<file path="config.mk">
export PLATFORM = sky130hd
export DESIGN_NAME = cpu_cond_unit
export DESIGN_NICKNAME = d
export VERILOG_FILES = /design/src/rtl/cpu_pkg.sv /design/src/rtl/cpu_cond_check.sv /design/src/rtl/cpu_cond_unit.sv
export SDC_FILE = /design/constraint.sdc
export NUM_CORES = 1
export LEC_CHECK = 0
export CAP_MARGIN = 20
export CORE_UTILIZATION = 44
export CTS_BUF_LIST = sky130_fd_sc_hd__clkbuf_8
export CTS_CLUSTER_SIZE = 16
export DETAILED_ROUTE_END_ITERATION = 8
export HOLD_SLACK_MARGIN = 0.02
export PLACE_DENSITY = 0.94
export SLEW_MARGIN = 25
export SYNTH_ARGS = -nofsm -noshare
export SYNTH_HDL_FRONTEND = slang
export SYNTH_SLANG_ARGS = --single-unit
</file>
<file path="constraint.sdc">
create_clock -name clk_in -period 2.2 [get_ports clk_in]
set_clock_uncertainty 0.1 [all_clocks]
set_input_delay 0.22 -clock clk_in [delete_from_list [all_inputs] [get_ports clk_in]]
set_output_delay 0.22 -clock clk_in [all_outputs]
set_load 0.02 [all_outputs]
</file>
<file path="src/rtl/cpu_pkg.sv">
// Shared CPU definitions: condition codes, NZCV flag bit positions and
// flag-write select bits used by the condition/writeback stage.
package cpu_pkg;

    typedef enum logic [3:0] {
        COND_EQ = 4'h0,
        COND_NE = 4'h1,
        COND_CS = 4'h2,
        COND_CC = 4'h3,
        COND_MI = 4'h4,
        COND_PL = 4'h5,
        COND_VS = 4'h6,
        COND_VC = 4'h7,
        COND_HI = 4'h8,
        COND_LS = 4'h9,
        COND_GE = 4'hA,
        COND_LT = 4'hB,
        COND_GT = 4'hC,
        COND_LE = 4'hD,
        COND_AL = 4'hE,
        COND_NV = 4'hF
    } cond_e;

    // Bit positions match the ALU NZCV output bus.
    localparam int FLAG_N = 0;
    localparam int FLAG_Z = 1;
    localparam int FLAG_C = 2;
    localparam int FLAG_V = 3;

    localparam int FW_CV = 0;
    localparam int FW_NZ = 1;

endpackage

</file>
<file path="src/rtl/cpu_cond_check.sv">
// Combinational evaluation of an instruction condition field against the
// stored NZCV flags.
module cpu_cond_check
    import cpu_pkg::*;
(
    input  logic [3:0] cond,
    input  logic [3:0] flags,
    output logic       cond_ex
);

    logic n;
    logic z;
    logic c;
    logic v;

    assign n = flags[FLAG_N];
    assign z = flags[FLAG_Z];
    assign c = flags[FLAG_C];
    assign v = flags[FLAG_V];

    always_comb begin
        cond_ex = 1'b0;
        case (cond)
            COND_EQ: cond_ex = z;
            COND_NE: cond_ex = !z;
            COND_CS: cond_ex = c;
            COND_CC: cond_ex = !c;
            COND_MI: cond_ex = n;
            COND_PL: cond_ex = !n;
            COND_VS: cond_ex = v;
            COND_VC: cond_ex = !v;
            COND_HI: cond_ex = c && !z;
            COND_LS: cond_ex = !c || z;
            COND_GE: cond_ex = (n == v);
            COND_LT: cond_ex = (n != v);
            COND_GT: cond_ex = !z && (n == v);
            COND_LE: cond_ex = z || (n != v);
            COND_AL: cond_ex = 1'b1;
            // The reserved encoding never executes.
            default: cond_ex = 1'b0;
        endcase
    end

endmodule

</file>
<file path="src/rtl/cpu_cond_unit.sv">
// Execute-to-writeback stage: NZCV flags register, condition gating of
// write enables, pipeline register and saturating condition-fail counter.
module cpu_cond_unit #(
    parameter int DATA_W = 32,
    parameter int RD_W   = 4,
    parameter int CNT_W  = 16
) (
    input  logic              clk_in,
    input  logic              rst_n_in,
    input  logic              valid_in,
    input  logic              stall_in,
    input  logic              flush_in,
    input  logic [3:0]        cond_in,
    input  logic [1:0]        flag_w_in,
    input  logic [3:0]        alu_flags_in,
    input  logic [DATA_W-1:0] result_in,
    input  logic [RD_W-1:0]   rd_in,
    input  logic              reg_write_in,
    input  logic              mem_write_in,
    input  logic              pc_write_in,
    output logic              carry_out,
    output logic [3:0]        flags_out,
    output logic              valid_out,
    output logic [DATA_W-1:0] result_out,
    output logic [RD_W-1:0]   rd_out,
    output logic              reg_write_out,
    output logic              mem_write_out,
    output logic              pc_write_out,
    output logic [CNT_W-1:0]  cond_fail_cnt_out
);

    import cpu_pkg::*;

    logic [3:0]       flags;
    logic [CNT_W-1:0] fail_cnt;
    logic             cond_ex;
    logic             adv;
    logic             fire;
    logic             cond_fail;

    cpu_cond_check u_cond_check (
        .cond    (cond_in),
        .flags   (flags),
        .cond_ex (cond_ex)
    );

    assign adv       = !stall_in && !flush_in;
    assign fire      = valid_in && adv && cond_ex;
    assign cond_fail = valid_in && adv && !cond_ex;

    assign flags_out         = flags;
    assign carry_out         = flags[FLAG_C];
    assign cond_fail_cnt_out = fail_cnt;

    // No forwarding: a flag write is seen by the following instruction.
    always_ff @(posedge clk_in or negedge rst_n_in) begin
        if (!rst_n_in) begin
            flags <= 4'b0000;
        end else if (fire) begin
            if (flag_w_in[FW_NZ]) begin
                flags[FLAG_N] <= alu_flags_in[FLAG_N];
                flags[FLAG_Z] <= alu_flags_in[FLAG_Z];
            end
            if (flag_w_in[FW_CV]) begin
                flags[FLAG_C] <= alu_flags_in[FLAG_C];
                flags[FLAG_V] <= alu_flags_in[FLAG_V];
            end
        end
    end

    always_ff @(posedge clk_in or negedge rst_n_in) begin
        if (!rst_n_in) begin
            valid_out     <= 1'b0;
            result_out    <= '0;
            rd_out        <= '0;
            reg_write_out <= 1'b0;
            mem_write_out <= 1'b0;
            pc_write_out  <= 1'b0;
        end else if (flush_in) begin
            valid_out     <= 1'b0;
            reg_write_out <= 1'b0;
            mem_write_out <= 1'b0;
            pc_write_out  <= 1'b0;
        end else if (!stall_in) begin
            valid_out     <= valid_in;
            result_out    <= result_in;
            rd_out        <= rd_in;
            reg_write_out <= valid_in && cond_ex && reg_write_in;
            mem_write_out <= valid_in && cond_ex && mem_write_in;
            pc_write_out  <= valid_in && cond_ex && pc_write_in;
        end
    end

    // Saturates rather than wraps so a long run of failures stays visible.
    always_ff @(posedge clk_in or negedge rst_n_in) begin
        if (!rst_n_in) begin
            fail_cnt <= '0;
        end else if (cond_fail && (fail_cnt != {CNT_W{1'b1}})) begin
            fail_cnt <= fail_cnt + 1'b1;
        end
    end

endmodule
</file>
==> impl_metrics.py <==
metrics = {
    "clock_network": {
        "cts_inserted_buffers": 9,
        "cts.clk_slew.worst_paths_ps": 70,
        "htree_levels": 3,
        "postCtsSetupBuffers": 0,
        "cts-root-buf": "clkbuf_8",
        "cts_sinks": 60,
        "cts_max_path_buffers": 2,
        "clkLatencyLatePin_ps": 330,
        "cts_tree": "built",
    },
    "place": {
        "dp_cells": 400,
        "place.port_buffers": 114,
        "place_congestion": 0.820,
        "dpl.hpwl_um": 4670,
    },
    "synth": {
        "yosysUniqueCellTypes": 40,
        "async_flop_share_pct": 100,
        "yosysTopAreaCellShare_pct": 55.3,
        "synth_area_per_cell_um2": 13.4,
        "synthTopCellsByArea": "dfrtp_1 (55%), mux2_2 (15%), xor2_1 (4.8%)",
        "synthTopCellsByCount": "dfrtp_1 (60), mux2_2 (36), xor2_1 (15)",
        "synth.most_common_cell": "dfrtp_1",
        "ys_warn_count": 0,
        "netlist_area_um2": 2720,
        "synthesis.nets": 258,
        "yosys_most_used_dff": "dfrtp_1",
        "ys_seq_area_share_pct": 55.3,
        "synth_edf_count": 0,
        "syn-instance-count": 203,
        "yosysTopAreaCell": "dfrtp_1",
        "ys_ff_latch": 60,
    },
    "timing": {
        "hold_viol": 0,
        "grt_setup_unrepaired": "yes",
        "drv_slew": 0,
        "setup_violations": 0,
        "fmax_mhz": 473,
        "period_minus_slack_ps": 2120,
        "tightest_slew_ps": 437,
        "post-route-period-util_pct": 96.2,
        "relSlewSlack_pct": 70.9,
    },
    "cells_and_area": {
        "multiInputGateArea_um2": 1180,
        "final_cells": 417,
        "drive_gt1_share_pct": 26.0,
        "antenna-diode-count": 0,
        "area_growth_pct": 58.7,
        "fin_nets": 392,
        "seq_area_um2": 1500,
        "fillers": 405,
        "final_util_pct": 72.8,
    },
    "routing": {
        "via_count": 2120,
        "met2WireLength_um": 3240,
        "wl_met1_um": 2620,
        "wl_met3_um": 394,
        "top_layer_used": "met4",
        "dr.pass1.iters": 4,
        "wire_per_inst_um": 15.3,
        "drt_iter0_drc": 71,
        "wl_um": 6400,
        "drc": 0,
        "ant_nets": 0,
        "drt-vias-per-instance": 5.08,
    },
    "setup_path": {
        "end_kind": "flip-flop",
        "start_kind": "flip-flop",
        "cp.arrival_ps": 2270,
        "required_ps": 2350,
        "cp_max_fo": 11,
        "worst-setup-path-type": "flip-flop to flip-flop",
    },
    "floorplanning": {
        "die_h_um": 80.6,
        "pin_count": 115,
        "rows": 28,
        "floorplan.initialDensity_pct": 45.9,
        "die_area_um2": 6490,
        "die_x_um": 80.6,
        "core_area_um2": 5920,
    },
    "global_route": {
        "grt_pass1_vias": 2179,
        "antenna_found_initial": 0,
        "grt_pass1_wl_um": 10200,
        "grt_max_degree": 61,
        "grt_usage_pct": 21.3,
        "grt-ovfl-total": 0,
    },
    "power": {
        "power.total_uw": 3600,
        "power_leakage_uw": 0.00187,
        "power_density_nw_per_um2": 836,
        "irDropWorstVdd_mv": 0.599,
    },
    "status": {
        "outcome": "finished, final reports clean",
    },
    "hold_path": {
        "hp-class": "primary input to asynchronous set/reset pin",
    },
    "flow_run": {
        "drv_cap": 0,
    },
}
## repair_timing
action | CTS | global route
resized for setup | 1 | 9
hold buffers | 1 | 0
endpoints found under the hold margin | 60 | 0
setup endpoints to repair | 2 | 12
pin swaps | 0 | 4
## metrics by stage
stage / setup slack [ps] / setup TNS [ps] / hold slack (ps) / instance area [um2]
detailed placement: -319 / -4570 / 156 / 4040
global route: 0.986 / 0 / 390 / 4310
global placement: -222 / -3670 / 146 / 4040
CTS: 9.09 / 0 / 336 / 4260
finish: 84.1 / 0 / 318 / 4310
floorplan: 86.4 / 0 / -176 / 2720
## flip-flops by register name, indices dropped and copies added, names as in the netlist
signal	cells
pc_write_out	1
mem_write_out	1
rd_out	4
cond_fail_cnt_out	16
valid_out	1
reg_write_out	1
flags_out	4
result_out	32
## path summary, 6_finish.rpt
| kind | startpoint | end | slack [ps] | cells after the start |
|---|---|---|---|---|
| max | flags_out[0] | cond_fail_cnt_out[6] | 80 | 8 |
| min | rst_n_in | result_out[10] | 320 | 3 |
| max reg2reg | flags_out[0] | cond_fail_cnt_out[6] | 80 | 8 |
| min reg2reg | reg_write_out | reg_write_out | 390 | 1 |
| max in group asynchronous | rst_n_in | flags_out[0] | 1390 | 3 |
| min in group clk_in | reg_write_out | reg_write_out | 390 | 1 |
## placed cells by master (no fill, tap or decap), types with 2 or more instances in the layout
cell and n:
mux2_4 5, mux2i_1 2, clkinv_2 2, nand3b_1 2
nor3_1 8, clkbuf_8 11, and2_1 2, nand2_1 7
nand4_1 4, nor2_1 6, nand3_4 2, nor4_4 3
a21o_1 2, buf_4 16, clkdlybuf4s50_1 110, mux2_2 36
nor3b_1 2, xor2_1 15, inv_1 4, dfrtp_1 59
nand3_1 8, dlymetal6s2s_1 3, buf_12 2, a32o_1 3
nand2b_1 3
## routing by layer
layer / track usage (%) / up-vias
met5: 0 / -
met4: 10.2 / 0
met3: 4.32 / 14
met2: 37.0 / 81
met1: 24.9 / 1032
li1: - / 993
## layout make-up
type	count	share of cell area [%]
flip-flops and latches	60	34.9
well taps	75	2.18
multi-input cells	130	27.5
inverters	3	0.261
clock buffers	11	3.51
repair buffers	133	30.5
clock inverters	5	1.19
## report_power, final
group          switching (uW)  internal (uW)  leakage, uW  total [uW]
combinational             522            667      0.00103        1190
clock                     414            576     0.000107         991
sequential                154           1270     0.000738        1430
total                    1090           2510      0.00187        3600
## worst max-delay path, cell delays in order, from the launching register on
cell and delay [ps]:
dfrtp_2 470, xnor2_2 210, o32a_1 170, a41o_1 140, nand4_1 150, buf_12 200, buf_4 140, nor4_2 290
xor2_1 170
## cell families (layout without fill, tap and decap cells)
| kind of cell | count (synthesis) | in the layout | share of synthesized area, % |
|---|---|---|---|
| compound gates | 13 | 13 | 4.01 |
| xor+xnor | 17 | 17 | 5.48 |
| fa+ha+maj | 1 | 1 | 0.461 |
| buf+inv | 13 | 152 | 2.76 |
| flops | 60 | 60 | 55.3 |
| mux | 43 | 43 | 18.4 |
| simple gates | 56 | 56 | 13.5 |
(Power assumes the default switching activity.)
==> variant: new RTL, config.mk and constraints unchanged <==
Reset style: synchronous (`rst_n_in`), changed in 3 clocked blocks.
--- a/src/rtl/cpu_cond_unit.sv
+++ b/src/rtl/cpu_cond_unit.sv
@@ -55,3 +55,3 @@
     // No forwarding: a flag write is seen by the following instruction.
-    always_ff @(posedge clk_in or negedge rst_n_in) begin
+    always_ff @(posedge clk_in) begin
         if (!rst_n_in) begin
@@ -70,3 +70,3 @@
 
-    always_ff @(posedge clk_in or negedge rst_n_in) begin
+    always_ff @(posedge clk_in) begin
         if (!rst_n_in) begin
@@ -94,3 +94,3 @@
     // Saturates rather than wraps so a long run of failures stays visible.
-    always_ff @(posedge clk_in or negedge rst_n_in) begin
+    always_ff @(posedge clk_in) begin
         if (!rst_n_in) begin
Function: differs if rst_n_in is asserted again (counterexample within 4 cycles, from zero or initial values and one cycle with rst_n_in low); with rst_n_in held inactive, the same outputs for 10 cycles.
==> variant against the original RTL <==
Non-clock buffer count unchanged. Wire length up 11%. Sequential share of layout area down 5.4 points. Via count up 28%. Worst setup slack worse by 0.13 ns. Synthesized cell count up 56%. Area after synthesis down 6.7%. The flow now finishes with violations (setup timing). Maximum frequency down 5.6%. Cell area down 4.9%. Sequential cell count unchanged.
Power is not compared: it rests on default switching activity, and its combinational part moved more than twofold at a synthesized area within 25%.
==> variant: results (changes against the original RTL) <==
* Status: finished with violations
* Failing checks: setup timing
* Syn Nets at 372 (+44%)
* Mux contribution to synthesized area at 3.61% (-15 points)
* Worst min-delay path category: input pin to register
* Post-route setup slack at -0.0413 ns (-0.125 ns)
* Crit path to: cond_fail_cnt_out[14]
* Post-synth ARST share at 0% (-100 points)
* Compound-cell area share of the yosys netlist at 16.3% (+12 points)
* Slowest Stage Delay on Critical Path at 0.51 ns (+0.04 ns)
* Fin nets at 494 (+26%)
* DP Wirelength at 4900 µm (+4.8%)
* Final setup viols at 7 (+7)
* Crit-path leading delay family: compound AO/OA/AOI/OAI gates
* Routed via count at 2,711 (+28%)
* DRT iter0 DRCs at 158 (+120%)
* R2R Path Start: flags_out[0]
* Xor and xnor area share after synthesis at 1.38% (-4.1 points)
* Worst EP arrival at 2.39 ns (+0.12 ns)
* Synth top area cells: dfxtp_1 47%, nand2_1 14%, a21oi_1 9.3%
* Library cells used by synthesis at 41 (+2.5%)
* Final WL at 7100 µm (+11%)
* Slowest library cell on the worst path: or4_4
* Largest net degree at the start of global routing at 47 (-23%)
* Layout cell share with drive strength beyond 1 at 10.6% (-15 points)
* Crit Path Max Fanout at 16 (+5)
-- variant: timing repair --
item,4_1_cts,5_1_grt
pin swaps,2,2
buffers inserted,0,1
gates resized for setup,9,4
hold endpoints to repair,0,0
setup endpoints to repair,10,10
cloned,0,1
-- variant: worst min path at each step --
stage | startpoint | slack (ns) | endpoint | cells after the start
after floorplan | mem_write_in | 0.25 | mem_write_out | 1
after global placement | result_out[10] | 0.34 | result_out[10] | 2
after detailed placement | rd_out[1] | 0.35 | rd_out[1] | 2
after CTS | result_in[6] | 0.32 | result_out[6] | 3
after global routing | result_in[6] | 0.32 | result_out[6] | 3
final | result_in[23] | 0.33 | result_out[23] | 3
-- variant: power by group through the flow --
stage | combinational, mW | sequential, mW | clock, mW
6_report | 0.379 | 1.14 | 1.07
5_1_grt | 0.409 | 1.14 | 1.16
4_1_cts | 0.362 | 1.14 | 1.10
3_5_place_dp | 0.363 | 1.16 | 0
3_3_place_gp | 0.355 | 1.16 | 0
2_1_floorplan | 0.115 | 1.20 | 0
-- variant: cells by family (layout without fill, tap and decap cells) --
kind of cell	count (synthesis)	count (layout)
AO/OA/AOI/OAI	70	70
multiplexers	9	9
flip-flops	60	60
XOR/XNOR	4	4
AND/OR/NAND/NOR	147	147
buffers and inverters	26	153
adder cells (fa/ha/maj)	1	1
-- variant: layout make-up --
| type | count | area, µm² | area share, % |
|---|---|---|---|
| timing repair buffer | 133 | 1310 | 31.9 |
| tap | 72 | 90.1 | 2.20 |
| multi-input combinational | 231 | 1260 | 30.7 |
| clock buffer | 10 | 138 | 3.36 |
| clock inverter | 6 | 80.1 | 1.95 |
| sequential | 60 | 1210 | 29.5 |
| inverter | 4 | 15.0 | 0.366 |
-- variant: routing by layer --
layer / GRT usage (%) / vias up / wire length (µm)
li1: - / 1336 / -
met1: 26.0 / 1258 / 2870
met2: 39.9 / 108 / 3540
met3: 6.47 / 9 / 572
met4: 10.9 / 0 / 117
met5: 0 / - / 0
-- variant: stage by stage --
step / cells / TNS (ns) / hold slack (ns) / setup slack [ns] / instance area (µm²)
after floorplan: 317 / 0 / 0.246 / 0.0226 / 2530
final: 516 / -0.183 / 0.334 / -0.0413 / 4100
after global placement: 498 / -5.09 / 0.341 / -0.347 / 3820
after global routing: 516 / -0.987 / 0.320 / -0.129 / 4100
after detailed placement: 498 / -7.38 / 0.348 / -0.486 / 3820
after CTS: 514 / -0.0189 / 0.322 / -0.0189 / 4050
-- variant: worst min-delay path, cell delays in order --
cell and delay, ns:
clkdlybuf4s50_1 0.39, nand2_1 0.05, a21oi_1 0.05
